**src/rtl/mux_32bits_if.sv**
```systemverilog
// Bus bundle for the 2:1 datapath word selector: operands, select and
// hold in; combinational word plus registered copy and flags out.
interface mux_32bits_if #(
    parameter int WIDTH = 32
);
    logic [WIDTH-1:0] in_0;
    logic [WIDTH-1:0] in_1;
    logic             select_line;
    logic             hold;
    logic [WIDTH-1:0] out;
    logic [WIDTH-1:0] out_q;
    logic             out_valid;
    logic             sel_changed;

    modport master (
        output in_0, in_1, select_line, hold,
        input  out, out_q, out_valid, sel_changed
    );

    modport slave (
        input  in_0, in_1, select_line, hold,
        output out, out_q, out_valid, sel_changed
    );
endinterface

```
**src/rtl/mux_32bits.sv**
```systemverilog
// 2:1 word selector for the MIPS datapath: zero-latency combinational output
// plus a holdable registered copy with valid and select-change flags.
module mux_32bits #(
    parameter int               WIDTH       = 32,
    parameter logic [WIDTH-1:0] RESET_VALUE = '0
) (
    input  logic         clk,
    input  logic         rst_n,
    mux_32bits_if.slave  bus
);
    logic sel_q;

    // Conditional operator keeps an unknown select visible as X in simulation.
    assign bus.out = bus.select_line ? bus.in_1 : bus.in_0;

    always_ff @(posedge clk) begin
        if (!rst_n) begin
            bus.out_q       <= RESET_VALUE;
            bus.out_valid   <= 1'b0;
            bus.sel_changed <= 1'b0;
            sel_q           <= 1'b0;
        end else if (!bus.hold) begin
            bus.out_q       <= bus.out;
            bus.out_valid   <= 1'b1;
            bus.sel_changed <= (bus.select_line != sel_q);
            sel_q           <= bus.select_line;
        end else begin
            // Held cycles freeze the data path but never report a select change.
            bus.sel_changed <= 1'b0;
        end
    end
endmodule

```
**src/flat_wrapper.sv**
```systemverilog
// flat-port wrapper written by rule: the top's interface ports become plain ports
module mux_32bits_flat 
#(
    parameter int               WIDTH       = 32,
    parameter logic [WIDTH-1:0] RESET_VALUE = '0
)
  (clk, rst_n, bus_in_0, bus_in_1, bus_select_line, bus_hold, bus_out, bus_out_q, bus_out_valid, bus_sel_changed);
  mux_32bits_if #(.WIDTH(WIDTH)) bus_i ();
  input  logic clk;
  input  logic rst_n;
  input wire logic [$bits(bus_i.in_0)-1:0] bus_in_0;
  input wire logic [$bits(bus_i.in_1)-1:0] bus_in_1;
  input wire logic [$bits(bus_i.select_line)-1:0] bus_select_line;
  input wire logic [$bits(bus_i.hold)-1:0] bus_hold;
  output wire logic [$bits(bus_i.out)-1:0] bus_out;
  output wire logic [$bits(bus_i.out_q)-1:0] bus_out_q;
  output wire logic [$bits(bus_i.out_valid)-1:0] bus_out_valid;
  output wire logic [$bits(bus_i.sel_changed)-1:0] bus_sel_changed;
  assign bus_i.in_0 = bus_in_0;
  assign bus_i.in_1 = bus_in_1;
  assign bus_i.select_line = bus_select_line;
  assign bus_i.hold = bus_hold;
  assign bus_out = bus_i.out;
  assign bus_out_q = bus_i.out_q;
  assign bus_out_valid = bus_i.out_valid;
  assign bus_sel_changed = bus_i.sel_changed;
  mux_32bits #(.WIDTH(WIDTH), .RESET_VALUE(RESET_VALUE)) u_core (.clk(clk), .rst_n(rst_n), .bus(bus_i));
endmodule
```
**config.mk**
```make
export PLATFORM = sky130hd
export DESIGN_NAME = mux_32bits_flat
export DESIGN_NICKNAME = d
export VERILOG_FILES = /design/src/rtl/mux_32bits_if.sv /design/src/rtl/mux_32bits.sv /design/src/flat_wrapper.sv
export SDC_FILE = /design/constraint.sdc
export NUM_CORES = 1
export LEC_CHECK = 0
export CAP_MARGIN = 30
export CORE_UTILIZATION = 30
export CTS_CLUSTER_DIAMETER = 60
export DETAILED_ROUTE_END_ITERATION = 8
export PLACE_DENSITY = 0.72
export SYNTH_ARGS = -nofsm -noshare
export SYNTH_HDL_FRONTEND = slang
export SYNTH_SLANG_ARGS = --single-unit
```
**constraint.sdc**
```tcl
create_clock -name clk -period 1.4 [get_ports clk]
set_input_delay 0.21 -clock clk [delete_from_list [all_inputs] [get_ports clk]]
set_output_delay 0.21 -clock clk [all_outputs]
set_load 0.01 [all_outputs]
```
Yosys cells after proc, flatten, opt, wreduce, memory -nomap -nowiden
Cells that the tools add are included.
{ "op_classes": {"magnitude_cmp": 0, "addsub": 0, "div_mod_pow": 0, "shift": 0, "muxes": 1, "n_reduce_logical": 1, "n_mul": 0, "n_bitwise": 1, "n_eq_ne": 1} }
{ "op_table": {"columns": ["op", "count"], "rows": [
  ["32-bit 2-to-1 mux", 1],
  ["2-bit OR reduction", 1],
  ["1-bit != test", 1],
  ["1-bit inverter", 1]
]} }
{ "totals": {"memories": 0, "ramBits": 0, "latch_bits": 0, "mem_bits_ro": 0, "elab_cells": 8, "reg_bits": 35, "inputBits": 68, "out_inout_bits": 66} }

Logic depth before layout (Yosys ltp)
{ "depth": {"ltp_word": 2, "ltp_mapped": 4, "depth_no_buf": 2} }

Worst setup path before layout
OpenSTA, ideal clock, no wires.
{ "synth_path": {"path_kind": "input to register", "from": "input bus_select_line", "to": "register u_core.bus.out_q[10]", "path_slack_ns": 0.293, "required_time_ns": 1.284, "arrival_ns": 0.991, "setup_time_ns": 0.116, "path_buffers": 2, "path_stages": 4, "path_cell_list": "buf_6 buf_12 mux2_4 o211a_1"} }
{ "synth_via": {"elab_chain_len": 1} }
{ "synth_lines": {"columns": ["item", "line_no", "source"], "rows": [
  ["from (decl)", "flat_wrapper.sv:13", "input wire logic [$bits(bus_i.select_line)-1:0] bus_select_line;"],
  ["32-bit 2-to-1 mux", "mux_32bits.sv:14", "assign bus.out = bus.select_line ? bus.in_1 : bus.in_0;"],
  ["net bus_out[10]", "flat_wrapper.sv:15", "output wire logic [$bits(bus_i.out)-1:0] bus_out;"],
  ["to (signal assigned)", "mux_32bits.sv:23", "bus.out_q <= bus.out;"],
  ["to (decl)", "mux_32bits_if.sv:22", "output out, out_q, out_valid, sel_changed"]
]} }
The timed path passes the listed nets, and every way through them passes these cells.
A chain may end at the register's enable or synchronous reset.

Worst setup path after layout
{ "layout_path": {"from": "input bus_in_0[25]", "to": "output bus_out[25]"} }
{ "layout_via": {"elab_chain_len": 1} }
{ "layout_lines": {"columns": ["item", "line_no", "source"], "rows": [
  ["from (decl)", "flat_wrapper.sv:11", "input wire logic [$bits(bus_i.in_0)-1:0] bus_in_0;"],
  ["32-bit 2-to-1 mux", "mux_32bits.sv:14", null],
  ["to (decl)", "flat_wrapper.sv:15", null]
]} }
No other way between the ends.

==> qor.yml <==
sta:
  period_share: 0.986
  fin_crit_ns: 1.38
  whs_ns: 0.398
  setup_viol: 0
  worst_pin_slew_ns: 0.277
  max_freq_ghz: 0.725
  hold_viol: 0
  finalWorstSetupSlack_ns: 0.0201
  slew_headroom: 0.816
  finalMaxSlewViolations: 0
  fin_skew_ns: 0.0000584
global_route:
  grt_pass1_wl_mm: 7.59
  grt.total_usage: 0.152
  grt_pass1_vias: 1693
  antenna_found_initial: 0
  grt_max_degree: 68
  grt_remaining_overflow: 0
critical_path:
  rrSetupSlack_ns: 0.72
  startpoint_type: "primary input"
  cp_top_family: "buffers and inverters"
  cp-end-kind: "primary output"
  crit_fanout: 2
  critPathBufInv: 2
  critPathMaxStageDelay_ns: 0.40
  path_cells: "clkdlybuf4s50_1 -> mux2_2 -> dlygate4sd2_1"
  cp.required_ns: 1.19
  critPathArrivalTime_ns: 1.17
  cp_slowest_cell: "clkdlybuf4s50_1"
  critPathKind: "primary input to primary output"
placed_design:
  gp_congestion: 0.654
  placement.io_buffers: 133
  post-place-ws_ns: -0.212
  dpl_cell_area_mm2: 0.00336
  post-dp-hpwl_mm: 3.50
finish:
  area_growth_pct: 90.5
  multi_input_area_mm2: 0.00103
  drive_gt1_frac: 0.215
  antenna_cells: 0
  register_area_um2: 701
  final_nets: 371
  fillCellCount: 529
  design_area_mm2: 0.00352
route:
  ant_nets: 0
  drt_iter0_drc: 33
  wire_per_inst_um: 13.2
  first_pass_iters: 4
  via_per_inst: 4.54
  route.detailed.drc: 0
  vias: 1712
  wl_mm: 4.98
power:
  p_leak_nw: 1.94
  power_density_mw_per_mm2: 760
  max-vdd-ir-drop_mv: 0.514
clock_network:
  htreeDepth: 2
  clock_sinks: 35
  cts_root_buf: "clkbuf_8"
  clk_latency_ns: 0.27
  cts.path.max_buffers: 2
  numCtsBuffers: 5
  cts.clk_slew.worst_paths_ns: 0.06
  cts_tree: "built"
yosys:
  synth_fa_ha_area_frac: 0
  synth_top_area_frac: 0.380
  yosys_warnings: 0
  synth_area_mm2: 0.00185
  synth_cell_types: 15
  synthMuxAreaShare: 0.258
  yosysSeqAreaShare: 0.380
  syn_inst: 152
  synth_top_family_by_area: "multiplexers"
  synthTopCellsByArea: "dfxtp_1, mux2_4, o211a_1"
  yosys_register_bits: 35
  synth_xor_area_frac: 0.00475
  syn_nets: 220
  synth-simple-area-share: 0.116
  synth_compound_area_frac: 0.178
  yosysTopAreaCell: "dfxtp_1"
  avgSynthCellArea_um2: 12.1
status:
  status: "finished, final reports clean"
floorplanning:
  chipHeight_um: 80.4
  dieArea_mm2: 0.00647
  ioPinCount: 134
  initial_core_util: 0.312
  rows: 28
  die_width_um: 80.4
  core_area_mm2: 0.00592
flow_run:
  cap_violations: 0
hold_path:
  hold_class: "primary input to flip-flop"
area by class of cell:
cell class	instances	share of cell area
Inverter	1	0.00107
Sequential cell	35	0.199
Multi-Input combinational cell	101	0.292
Clock buffer	6	0.0206
Timing Repair Buffer	159	0.460
Tap cell	75	0.0267
power by group:
part / switching [mW] / internal (mW) / total, mW
combinational: 0.312 / 0.607 / 0.919
clock: 0.325 / 0.331 / 0.656
sequential: 0.0276 / 1.07 / 1.10
worst min-delay path, delay by kind of cell:
family,cells,cell delay [ns]
mux,1,0.18
compound gates,1,0.12
buf+inv,1,0.14
routing by layer:
layer / up-vias / track usage / wire length (um)
li1: 845 / - / -
met1: 781 / 0.163 / 1930
met2: 81 / 0.269 / 2460
met3: 5 / 0.0648 / 533
met4: 0 / 0.0446 / 50
met5: - / 0 / 0
kinds of logic (layout without fill, tap and decap cells):
group	Yosys count	count (layout)
AND/OR/NAND/NOR	34	34
XOR/XNOR	1	1
multiplexers	33	33
AO/OA/AOI/OAI	33	33
flip-flops	35	35
buffers and inverters	16	166
synth_stat cells:
cell / count
a21boi_0: 1
buf_12: 3
buf_2: 2
buf_6: 1
clkbuf_1: 9
dfxtp_1: 35
inv_1: 1
mux2_2: 4
mux2_4: 28
mux2i_1: 1
nand2b_1: 32
nor2b_1: 1
nor3b_1: 1
o211a_1: 32
xnor2_1: 1
what timing repair did:
| item | 4_1_cts | 5_1_grt |
|---|---|---|
| gates resized for setup | 36 | 32 |
| setup endpoints to repair | 32 | 32 |
| hold buffers | 0 | 0 |
| setup buffers | 0 | 0 |
| endpoints found under the hold margin | 0 | 0 |
| cloned | 1 | 1 |
stage by stage:
step | cells | setup TNS (ns) | utilization | power, mW
after floorplan | 152 | 0 | - | 1.52
after global placement | 369 | -5.80 | 0.568 | 2.06
after detailed placement | 369 | -6.00 | 0.568 | 2.08
after CTS | 376 | -0.00109 | 0.579 | 2.71
after global routing | 377 | -0.0134 | 0.594 | 2.81
final | 377 | 0 | 0.594 | 2.67
state kept, by name, summed over array words and instances, names as in the netlist:
register and flops:
u_core.bus.out_q 32, u_core.bus.out_valid 1, u_core.bus.sel_changed 1, u_core.sel_q 1
path summary, 6_finish.rpt:
kind | start | endpoint | cells past startpoint
worst max-delay path | bus_in_0[25] | bus_out[25] | 3
worst min-delay path | bus_select_line | u_core.bus.out_q[25] | 3
worst max register to register | u_core.bus.out_q[17] | u_core.bus.out_q[17] | 2
worst min register to register | u_core.bus.out_valid | u_core.bus.out_valid | 2
layout by cell type, fill, tap and decap left out, types with 3 or more instances in the layout:
cell              n
buf_12            3
buf_4            21
clkbuf_8          5
clkdlybuf4s15_1  17
clkdlybuf4s50_1  83
dfxtp_1          35
dlygate4sd2_1    15
dlymetal6s2s_1   16
mux2_2            4
mux2_4           28
nand2b_1         32
o211a_1          32
No activity file was read; power rests on OpenSTA's default activity.
==> edit, RTL diff (config.mk and constraints unchanged) <==
`WIDTH` is set to 32 in 3 places; all go to 24.
--- a/src/rtl/mux_32bits_if.sv
+++ b/src/rtl/mux_32bits_if.sv
@@ -1,7 +1,7 @@
 // Bus bundle for the 2:1 datapath word selector: operands, select and
 // hold in; combinational word plus registered copy and flags out.
 interface mux_32bits_if #(
-    parameter int WIDTH = 32
+    parameter int WIDTH = 24
 );
     logic [WIDTH-1:0] in_0;
     logic [WIDTH-1:0] in_1;
--- a/src/rtl/mux_32bits.sv
+++ b/src/rtl/mux_32bits.sv
@@ -1,7 +1,7 @@
 // 2:1 word selector for the MIPS datapath: zero-latency combinational output
 // plus a holdable registered copy with valid and select-change flags.
 module mux_32bits #(
-    parameter int               WIDTH       = 32,
+    parameter int               WIDTH       = 24,
     parameter logic [WIDTH-1:0] RESET_VALUE = '0
 ) (
     input  logic         clk,
--- a/src/flat_wrapper.sv
+++ b/src/flat_wrapper.sv
@@ -1,7 +1,7 @@
 // flat-port wrapper written by rule: the top's interface ports become plain ports
 module mux_32bits_flat 
 #(
-    parameter int               WIDTH       = 32,
+    parameter int               WIDTH       = 24,
     parameter logic [WIDTH-1:0] RESET_VALUE = '0
 )
   (clk, rst_n, bus_in_0, bus_in_1, bus_select_line, bus_hold, bus_out, bus_out_q, bus_out_valid, bus_sel_changed);
Interface: changed (resized bus_in_0, bus_in_1, bus_out and bus_out_q); port bits go from 134 to 102. The function was not compared with the original's and may differ.
==> edit against the unedited design <==
  * Non-clock buffer count down 33
  * Clock power shrank 32%
  * Wire length decreased by 22%
  * Worst setup slack is essentially flat
  * Sequential cell count fell by 8
  * Synthesized area is 24% lower
  * Synthesized cell count shrank 24%
  * Total power fell by 25%
  * Register-to-register slack worse by 30 ps
  * Worst hold slack better by 3.9 ps
  * Design area down 23%
  * Die area down 24%
  * Critical endpoint is now bus_out[9]
==> edit: results (changes against the unedited design) <==
| Metric | Value |
|---|---|
| Comb power frac | `35.3% (+0.9 points)` |
| Final GP Congestion | `0.678 (+3.7%)` |
| Worst slew margin | `85.7% (+4.1 points)` |
| Leak pwr | `1.56 nW (-20%)` |
| Synthesized instance count | `116 (-24%)` |
| Placed cells | `278 (-25%)` |
| Met3 WL | `310 um (-42%)` |
| Worst Clk Skew | `0.0506 ps (-0.00777 ps)` |
| First-pass GRT wire length | `6420 um (-15%)` |
| Hold_ws | `402 ps (+3.92 ps)` |
| Wirelength per Cell | `13.5 um (+2.5%)` |
| Crit-path max FO | `8 (+6)` |
| GRT Overall Usage | `16.3% (+1.1 points)` |
| Post-synthesis sequential area ratio | `38.7% (+0.71 points)` |
| Setup Buffers After CTS | `4 (+4)` |
| Async set or reset register ratio after synthesis | `0% (unchanged)` |
| Clock slew at reported path FFs | `90 ps (+30 ps)` |
| CTS resizes | `40 (+11%)` |
| Max reg flops | `24 (-25%)` |
| Critical hold path startpoint | `bus_hold` |
| Met2 WL | `1890 um (-23%)` |
| VDD IR-drop max | `558 uV (+8.6%)` |
| Post-synth top cells | `dfxtp_1 (27), nand2b_1 (24), o211a_1 (24)` |
| CP arrival | `1170 ps (about the same)` |
| Max incr delay on CP | `300 ps (-100 ps)` |
| GR Layer Usage met3 | `4.91% (-1.6 points)` |
| Total CTS buffers | `3 (-2)` |
| Post-Route M1 WL | `1610 um (-17%)` |
| Power per Cell Area | `739 nW/um^2 (-2.8%)` |
| M2 GR Usage | `28.5% (+1.6 points)` |
| CP max stage cell | `mux2_4` |
| Top cells by area, synth | `dfxtp_1 (39%), mux2_4 (19%), o211a_1 (17%)` |
| # H-tree levels | `1 (-1)` |
| Final cell count without fillers | `287 (-24%)` |
| Status | `completed` |
| Synth unique cells | `15 (unchanged)` |
| Fillers | `386 (-27%)` |
| Dpl cell area | `2560 um^2 (-24%)` |
| Vias in the first global route | `1348 (-20%)` |
| Path category of the worst min-delay check | `input port to flip-flop` |
| Via density | `4.65 (+2.4%)` |
| Met1 Use GR | `18.8% (+2.5 points)` |
| Syn nets | `168 (-24%)` |
| Worst r2r src | `u_core.sel_q` |
| HPWL after DPL | `2810 um (-20%)` |
| Share of layout cells above drive strength 1 | `24.7% (+3.2 points)` |
| Net Sw Frac | `25.3% (+0.47 points)` |
| Worst slack, placed | `-609 ps (-397 ps)` |
| Maximum root-to-sink buffer count | `2 (unchanged)` |
| DR iter-0 viols | `26 (-21%)` |
| Largest net degree at the start of global routing | `52 (-24%)` |
| Critical path startpoint | `bus_select_line` |
-- edit: changes by cell type after synthesis, sizes merged --
cell	change
dfxtp	-8
o211a	-8
clkbuf	-4
nand2b	-8
mux2	-8
-- edit: cells by family (layout without fill, tap and decap cells) --
group | after synthesis | count (layout) | share of synthesized area [%]
compound gates | 25 | 25 | 17.7
xor+xnor | 1 | 1 | 0.627
buf+inv | 12 | 131 | 6.36
flops | 27 | 27 | 38.7
mux | 25 | 25 | 24.9
simple gates | 26 | 26 | 11.7
-- edit: cell type report --
cell class	instances	area (um^2)	area share (%)
Clock inverter	1	5.00	0.185
Multi-Input combinational cell	77	768	28.4
Inverter	1	3.75	0.139
Clock buffer	3	41.3	1.53
Tap cell	52	65.1	2.41
Sequential cell	27	541	20.0
Timing Repair Buffer	126	1280	47.4
-- edit: worst paths after layout --
kind                                          endpoint  cells after the start
worst min register to register    u_core.bus.out_valid                      2
worst min-delay path            u_core.bus.sel_changed                      3
worst max-delay path                        bus_out[9]                      4
worst max register to register  u_core.bus.sel_changed                      2
